==> config.mk <==
export PLATFORM = sky130hd
export DESIGN_NAME = dmem_port_arbiter
export DESIGN_NICKNAME = d
export VERILOG_FILES = /design/src/rtl/dmem_port_arbiter.sv
export SDC_FILE = /design/constraint.sdc
export NUM_CORES = 1
export LEC_CHECK = 0
export CAP_MARGIN = 20
export CORE_ASPECT_RATIO = 0.7
export CORE_MARGIN = 2
export CORE_UTILIZATION = 30
export DETAILED_ROUTE_END_ITERATION = 10
export SETUP_SLACK_MARGIN = 0.4
export SLEW_MARGIN = 40
export SYNTH_ARGS = -nofsm -noshare
export SYNTH_HDL_FRONTEND = slang
export SYNTH_SLANG_ARGS = --single-unit
==> constraint.sdc <==
create_clock -name clk -period 2.6 [get_ports clk]
set_input_delay 0.39 -clock clk [delete_from_list [all_inputs] [get_ports clk]]
set_output_delay 0.39 -clock clk [all_outputs]
set_load 0.005 [all_outputs]
==> src/rtl/dmem_port_arbiter.sv <==
// -----------------------------------------------------------------------------
// dmem_port_arbiter
//   Shares one single-port DataMemory between two requesters:
//     port 0 : integer load/store path
//     port 1 : FPU lwc1/swc1 path
//   Round-robin arbitration, a three-state sequencer (IDLE/ACCESS/RESP) and
//   per-port captured read data. DataMemory address/data_in/memRead are driven
//   from registers, so they never glitch.
//
// Handshake (both ports): a requester raises pN_req with we/addr/wdata and
//   holds all of them until it sees pN_gnt. pN_gnt is a one-cycle pulse that
//   means "fields latched". pN_done is a one-cycle pulse that means "access
//   finished". pN_err qualifies pN_done, and pN_rdata holds the last read.
//   Requests are sampled only while the sequencer is IDLE.
//
// Ports
//   clk, rst_n              clock (rising edge), async active-low reset
//   pN_req/we/addr/wdata    request fields, N = 0,1
//   pN_gnt/done/err/rdata   per-port response
//   mem_addr/wdata/read     to DataMemory (mem_read=1 read, 0 write)
//   mem_rdata               from DataMemory (combinational read)
//   busy                    sequencer not IDLE
//   dbg_state               current sequencer state (debug visibility)
// -----------------------------------------------------------------------------
module dmem_port_arbiter #(
  parameter int ADDR_W    = 6,
  parameter int DATA_W    = 32,
  parameter int WR_CYCLES = 1
) (
  input  logic              clk,
  input  logic              rst_n,
  input  logic              p0_req,
  input  logic              p0_we,
  input  logic [ADDR_W-1:0] p0_addr,
  input  logic [DATA_W-1:0] p0_wdata,
  output logic              p0_gnt,
  output logic              p0_done,
  output logic              p0_err,
  output logic [DATA_W-1:0] p0_rdata,
  input  logic              p1_req,
  input  logic              p1_we,
  input  logic [ADDR_W-1:0] p1_addr,
  input  logic [DATA_W-1:0] p1_wdata,
  output logic              p1_gnt,
  output logic              p1_done,
  output logic              p1_err,
  output logic [DATA_W-1:0] p1_rdata,
  output logic [ADDR_W-1:0] mem_addr,
  output logic [DATA_W-1:0] mem_wdata,
  output logic              mem_read,
  input  logic [DATA_W-1:0] mem_rdata,
  output logic              busy,
  output logic [1:0]        dbg_state
);

  typedef enum logic [1:0] {
    S_IDLE   = 2'd0,
    S_ACCESS = 2'd1,
    S_RESP   = 2'd2
  } state_e;

  localparam logic [3:0] WR_LAST = 4'(WR_CYCLES - 1);

  state_e              state_q;
  logic                we_q;
  logic                id_q;
  logic                last_q;      // port granted most recently
  logic [3:0]          cnt_q;       // remaining write cycles minus one
  logic [1:0]          gnt_q;
  logic [1:0]          done_q;
  logic [1:0]          err_q;
  logic [DATA_W-1:0]   rdata0_q;
  logic [DATA_W-1:0]   rdata1_q;
  logic [ADDR_W-1:0]   mem_addr_q;
  logic [DATA_W-1:0]   mem_wdata_q;
  logic                mem_read_q;

  // Winner selection and the winner's fields, used only in IDLE.
  logic                any_req_d;
  logic                win_d;
  logic                sel_we_d;
  logic [ADDR_W-1:0]   sel_addr_d;
  logic [DATA_W-1:0]   sel_wdata_d;
  logic                sel_mis_d;

  always_comb begin
    any_req_d   = p0_req | p1_req;
    // On contention the port not granted last wins; otherwise the sole requester.
    win_d       = (p0_req && p1_req) ? ~last_q : p1_req;
    sel_we_d    = win_d ? p1_we    : p0_we;
    sel_addr_d  = win_d ? p1_addr  : p0_addr;
    sel_wdata_d = win_d ? p1_wdata : p0_wdata;
    sel_mis_d   = |sel_addr_d[1:0];
  end

  always_ff @(posedge clk or negedge rst_n) begin
    if (!rst_n) begin
      state_q     <= S_IDLE;
      we_q        <= 1'b0;
      id_q        <= 1'b0;
      last_q      <= 1'b1;          // so that p0 wins the first contention
      cnt_q       <= '0;
      gnt_q       <= '0;
      done_q      <= '0;
      err_q       <= '0;
      rdata0_q    <= '0;
      rdata1_q    <= '0;
      mem_addr_q  <= '0;
      mem_wdata_q <= '0;
      mem_read_q  <= 1'b1;
    end else begin
      // Response strobes are single-cycle pulses by default.
      gnt_q  <= '0;
      done_q <= '0;
      err_q  <= '0;
      case (state_q)
        S_IDLE: begin
          if (any_req_d) begin
            gnt_q[win_d] <= 1'b1;
            last_q       <= win_d;
            id_q         <= win_d;
            we_q         <= sel_we_d;
            if (sel_mis_d) begin
              // Misaligned: no memory access at all, answer straight away.
              done_q[win_d] <= 1'b1;
              err_q[win_d]  <= 1'b1;
              state_q       <= S_RESP;
            end else begin
              mem_addr_q  <= sel_addr_d;
              mem_wdata_q <= sel_we_d ? sel_wdata_d : '0;
              mem_read_q  <= ~sel_we_d;
              cnt_q       <= WR_LAST;
              state_q     <= S_ACCESS;
            end
          end
        end
        S_ACCESS: begin
          if (!we_q || cnt_q == 4'd0) begin
            if (!we_q) begin
              if (id_q) rdata1_q <= mem_rdata;
              else      rdata0_q <= mem_rdata;
            end
            done_q[id_q] <= 1'b1;
            mem_addr_q   <= '0;
            mem_wdata_q  <= '0;
            mem_read_q   <= 1'b1;
            state_q      <= S_RESP;
          end else begin
            cnt_q <= cnt_q - 4'd1;
          end
        end
        S_RESP: begin
          state_q <= S_IDLE;
        end
        default: begin
          state_q <= S_IDLE;
        end
      endcase
    end
  end

  assign p0_gnt    = gnt_q[0];
  assign p1_gnt    = gnt_q[1];
  assign p0_done   = done_q[0];
  assign p1_done   = done_q[1];
  assign p0_err    = err_q[0];
  assign p1_err    = err_q[1];
  assign p0_rdata  = rdata0_q;
  assign p1_rdata  = rdata1_q;
  assign mem_addr  = mem_addr_q;
  assign mem_wdata = mem_wdata_q;
  assign mem_read  = mem_read_q;
  assign busy      = (state_q != S_IDLE);
  assign dbg_state = state_q;

endmodule

# Yosys cells after proc, flatten, opt, wreduce, memory -nomap -nowiden
# Cells that the tools add are included.
# Widths: inputs -> output; s select.
[totals]
output_inout_bits = 112
elab_cells = 80
ff_bits = 118
input_bits = 114
[op_classes]
n_mux = 36
n_addsub = 1
eq_ne = 5
n_bitwise = 5
order_cmp = 4
n_reduce_logical = 16
[op_table]
columns = ["cell", "n"]
rows = [
  ["$mux 32", 5],
  ["$pmux 32 s2", 1],
  ["$mux 6", 4],
  ["$mux 2", 9],
  ["$reduce_and 4->1", 4],
  ["$mux 4", 3],
  ["$pmux 6 s2", 1],
  ["$ne 2x2->1 const B", 4],
  ["$pmux 2 s2", 2],
  ["$pmux 4 s2", 1],
  ["$mux 1", 7],
  ["$logic_not 4->1", 1],
  ["$lt 1x2->1 const B", 2],
  ["$not 1->1", 4],
  ["$reduce_and 2->1", 2],
  ["$reduce_bool 2->1", 2],
  ["$sub 4x1->4 const B", 1],
  ["$logic_and 1x1->1", 3],
  ["$demux 1 s1", 2],
  ["$eq 2x1->1 const B", 1],
  ["$ge 1x1->1 const B", 2],
  ["$logic_not 2->1", 1],
  ["$pmux 1 s2", 1],
  ["$reduce_or 2->1", 1],
  ["other kinds (3)", 3],
]

# Longest topological paths before layout
[logic_depth]
word_depth = 9
ltp_mapped = 8
depth_no_buf = 6

# Worst setup path before layout
# No wires, ideal clock.
[synth_path]
kind = "register -> register"
from = "register cnt_q[0]"
to = "register mem_addr_q[2] (netlist: mem_addr[2])"
t_required_ps = 2475
path_buffers = 2
stages_incl_launch_ff = 9
setup_ps = 125
synth_period_minus_slack_ps = 2082
arrival_time_ps = 1957
slack_ps = 518
cell_sequence = "dfrtp_1 -> inv_1 -> ha_1 -> or3b_1 -> or2_1 -> a22oi_2 -> buf_6 -> buf_12 -> mux2_4"
[synth_via]
elab_chain_cells = 4
[synth_lines]
columns = ["item", "line", "rtl"]
rows = [
  ["start: declaration", "68", "logic [3:0] cnt_q;"],
  ["start signal: assignment", "149", "cnt_q <= cnt_q - 4'd1;"],
  ["$logic_not 4->1", "138", "if (!we_q || cnt_q == 4'd0) begin"],
  ["$logic_or 1x1->1", "138", ""],
  ["$ne 2x2->1 (no source line)", "n/a", ""],
  ["$reduce_and 4->1 (no source line)", "n/a", ""],
  ["end signal: assignment", "129", "mem_addr_q <= sel_addr_d;"],
  ["end: declaration", "74", "logic [ADDR_W-1:0] mem_addr_q;"],
]
# Every way passes these cells.
# A chain may end at the register's enable or synchronous reset.

# Worst setup path after layout
[layout_path]
from = "register cnt_q[0]"
to = "register mem_wdata_q[0] (netlist: mem_wdata[0])"
[layout_via]
elab_chain_cells = 4
[layout_lines]
columns = ["item", "line", "rtl"]
rows = [
  ["$logic_not 4->1", "138", ""],
  ["$logic_or 1x1->1", "138", ""],
  ["$ne 2x2->1 (no source line)", "n/a", ""],
  ["$reduce_and 4->1 (no source line)", "n/a", ""],
  ["end signal: assignment", "130", "mem_wdata_q <= sel_we_d ? sel_wdata_d : '0;"],
  ["end: declaration", "75", "logic [DATA_W-1:0] mem_wdata_q;"],
]
# Every way passes these cells.

==> key figures <==
Run status
  – Outcome: completed

Placement
  – # port buffers: 225
  – Hpwl dp: 10.61 mm
  – Final Wtd Congestion: 0.7931
  – Place WS: 162.2 ps

Global route
  – All-Layer GR Usage: 16.44%
  – Initial antenna violation count: 0
  – Congestion Overflow GR: 0
  – Vias in the first global route: 4426
  – Global-route wire length before repair: 23.40 mm
  – Largest net degree at the start of global routing: 45

Timing
  – Final Critical Period: 2189 ps
  – Slew Viols, Final: 0
  – Hold Vio Cnt, Final: 0
  – Final Worst Setup Slack: between 400 and 500 ps
  – Worst slew margin: approximately 65%
  – Slew @ Worst Pin: 524.7 ps
  – Max Freq: 456.8 MHz
  – Unrepaired setup endpoints after global routing: yes
  – Final setup TNS: 0 ps
  – Worst Clk Skew: 8.154 ps
  – Final setup violation count: 0
  – Fin crit share: 84.20%

Synth
  – Register area share after synthesis: 57.43%
  – Top post-synthesis cells by area: dfrtp_1 56%, mux2_2 20%, nand3_1 6.4%, a21oi_1 3.6%, mux2_4 2.0%
  – Net Count, Synth: 526
  – Post-synth EDFFs: 0
  – Post-synthesis cell type count: 37
  – Syn Area/Cell: 12.55 um2
  – Share of flip-flops with an asynchronous set or reset: 100.0%
  – Top-area cell type share of the netlist area: between 50 and 60%
  – Mapped Area: 0.005146 mm2
  – Post-synth top area cell: dfrtp_1
  – Post-synth top flop: dfrtp_1
  – Synth Instances: 410
  – Post-synthesis register bit count: 118
  – Synthesis warning total: 0

Critical path
  – Crit end category: register
  – Crit path DAT: 2470 ps
  – Critical path class: reg2reg
  – Worst path required time: 2880 ps
  – Reg2Reg Depth: 8
  – Setup slack, reg-to-reg: slightly above 400 ps
  – CP max FO: 7
  – Critical Path Source Type: register

Floorplan
  – Die X-Extent: 160.5 um
  – Row cnt: 40
  – Core Area: 0.01697 mm2
  – Initial Utilization: 30.33%
  – Die area: 0.01823 mm2
  – Die span in y: ~110 um
  – Io pins: 226

CTS
  – Sink Count: 118
  – CTS Buffer Depth: 2
  – Clk_lat worst skew: roughly 400 ps
  – Clk pin slew, worst setup/hold paths: 50 ps
  – Clock Tree Root: clkbuf_16
  – CTS Buf Count: 17
  – H-tree Lvls: 4
  – CTS tree: built

Routing
  – 1st-iter DRT viols: 169
  – Initial DRT Pass Iterations: 4
  – DRC violations left: 0
  – Vias per cell: approximately 4.7
  – DR WL/cell: 16.76 um
  – Total number of vias: 4141
  – Antenna viol nets, final: 0
  – Final WL: 14.89 mm

Power
  – Clk pwr share: between 20% and 30%
  – PwrDens: 1057 mW/mm2
  – Peak VDD IR: 0.4108 mV
  – Int Power: approximately 6.4 mW
  – Seq pwr share: 34.1%
  – Net Sw Frac: 27.91%
  – Combinational share of power: 41.9%
  – Static leakage: 3.545 nW
  – Psw: around 2.5 mW

Cells and area
  – Layout cells sized above 1: 25.11%
  – Fin nets: 762
  – Ant. Diodes: 0
  – Area growth, synth to finish: 62.95%

Flow run
  – Max cap viols: 0

Hold path
  – Worst hold path class: in2async
[final timing paths]
| check | from | to |
|---|---|---|
| max reg2reg | cnt_q[0] | mem_wdata[0] |
| min in group clk | mem_read | mem_read |
| min | rst_n | p1_rdata[25] |
| max | cnt_q[0] | mem_wdata[0] |
| min reg2reg | mem_read | mem_read |
| max in group asynchronous | rst_n | p0_rdata[7] |
[cells by family (layout without fill, tap and decap cells)]
| group | count (synthesis) | in the layout | share of synthesized area (%) |
|---|---|---|---|
| flops | 118 | 118 | 57.43 |
| mux | 104 | 104 | 23.41 |
| simple gates | 98 | 98 | 9.507 |
| compound gates | 53 | 53 | 5.787 |
| buf+inv | 35 | 282 | 3.379 |
| fa+ha+maj | 2 | 2 | 0.4862 |
[layer usage]
metal / GRT usage, % / vias to the layer above / share of wire (%)
li1: - / 1932 / -
met2: 28.22 / 108 / 49
met1: 20.44 / 2094 / 44
met4: 4.865 / 0 / 0.71
met5: 0 / - / 0
met3: 4.545 / 7 / 5.3
[power groups by stage]
stage / sequential, mW / combinational [mW] / clock (mW)
floorplan: 3.04 / 1.41 / 0
global placement: 3.02 / 3.37 / 0
detailed placement: 3.05 / 3.45 / 0
CTS: 3.03 / 3.55 / 2.19
global route: 3.14 / 3.99 / 2.27
finish: 3.02 / 3.72 / 2.13
[state kept, by name (all words and copies together), names as in the netlist]
register / count
cnt_q: 4
dbg_state: 2
done_q: 2
err_q: 2
gnt_q: 2
id_q: 1
last_q: 1
mem_addr: 6
mem_read: 1
mem_wdata: 32
p0_rdata: 32
p1_rdata: 32
we_q: 1
[timing repair]
action / 4_1_cts / 5_1_grt
hold endpoints to repair: 26 / 0
resized for setup: 0 / 9
hold buffers: 1 / 0
pin swaps: 1 / 1
buffers inserted: 1 / 4
setup endpoints to repair: 34 / 36
gates cloned: 1 / 2
[layout make-up]
cell class	count	area (um2)
Fill cell	1490	8581
Inverter	5	18.77
Clock buffer	20	456.7
Tap cell	231	289.0
Sequential cell	118	2955
Timing Repair Buffer	247	2521
Multi-Input combinational cell	257	2062
Clock inverter	10	82.58
[cells in the mapped netlist, types with 2 or more instances]
cell and number:
dfrtp_1 116, mux2_4 7, nor2_1 8, nor2b_1 3
ha_1 2, mux2_2 93, dfstp_2 2, o21ai_0 5
nor3_1 3, or3_1 2, buf_1 3, mux2i_1 3
a21oi_1 37, a21o_1 2, nand3_1 66, nand2_1 11
clkbuf_1 14, buf_4 2, inv_1 5, buf_2 9
[critical path, stage by stage (launching register included)]
cell and delay, ps:
dfrtp_1 390, inv_2 90, ha_4 120, or3b_4 370
or2_1 220, a22oi_2 220, buf_6 180, clkbuf_16 160
mux2_2 320
[metrics by stage]
| stage | util (%) | power, mW | cell area [um2] | hold slack, ps | std cells |
|---|---|---|---|---|---|
| floorplan | - | 4.456 | 5146 | 94.41 | 410 |
| global placement | 45.35 | 6.391 | 7695 | 331.8 | 849 |
| detailed placement | 45.35 | 6.496 | 7695 | 340.6 | 849 |
| CTS | 48.83 | 8.768 | 8284 | 442.5 | 882 |
| global route | 49.42 | 9.397 | 8386 | 481.0 | 888 |
| finish | 49.42 | 8.865 | 8386 | 452.6 | 888 |
[cells in the final DEF, fill, tap and decap left out, types with 2 or more instances in the layout]
cell               n
buf_4             13
or3_1              2
buf_6              3
clkbuf_8           2
mux2_4             7
nor2_1             8
mux2i_1            3
clkinvlp_4         3
inv_1              3
o21ai_0            5
buf_12             3
clkdlybuf4s50_1  224
a21o_1             2
nor2b_1            2
clkbuf_16         19
dfstp_2            2
nand2_1           11
mux2_2            93
dfrtp_1          116
inv_2              2
a21oi_1           37
nand3_1           66
nor3_1             2
clkinv_2           6
No activity file was read; power rests on OpenSTA's default activity.
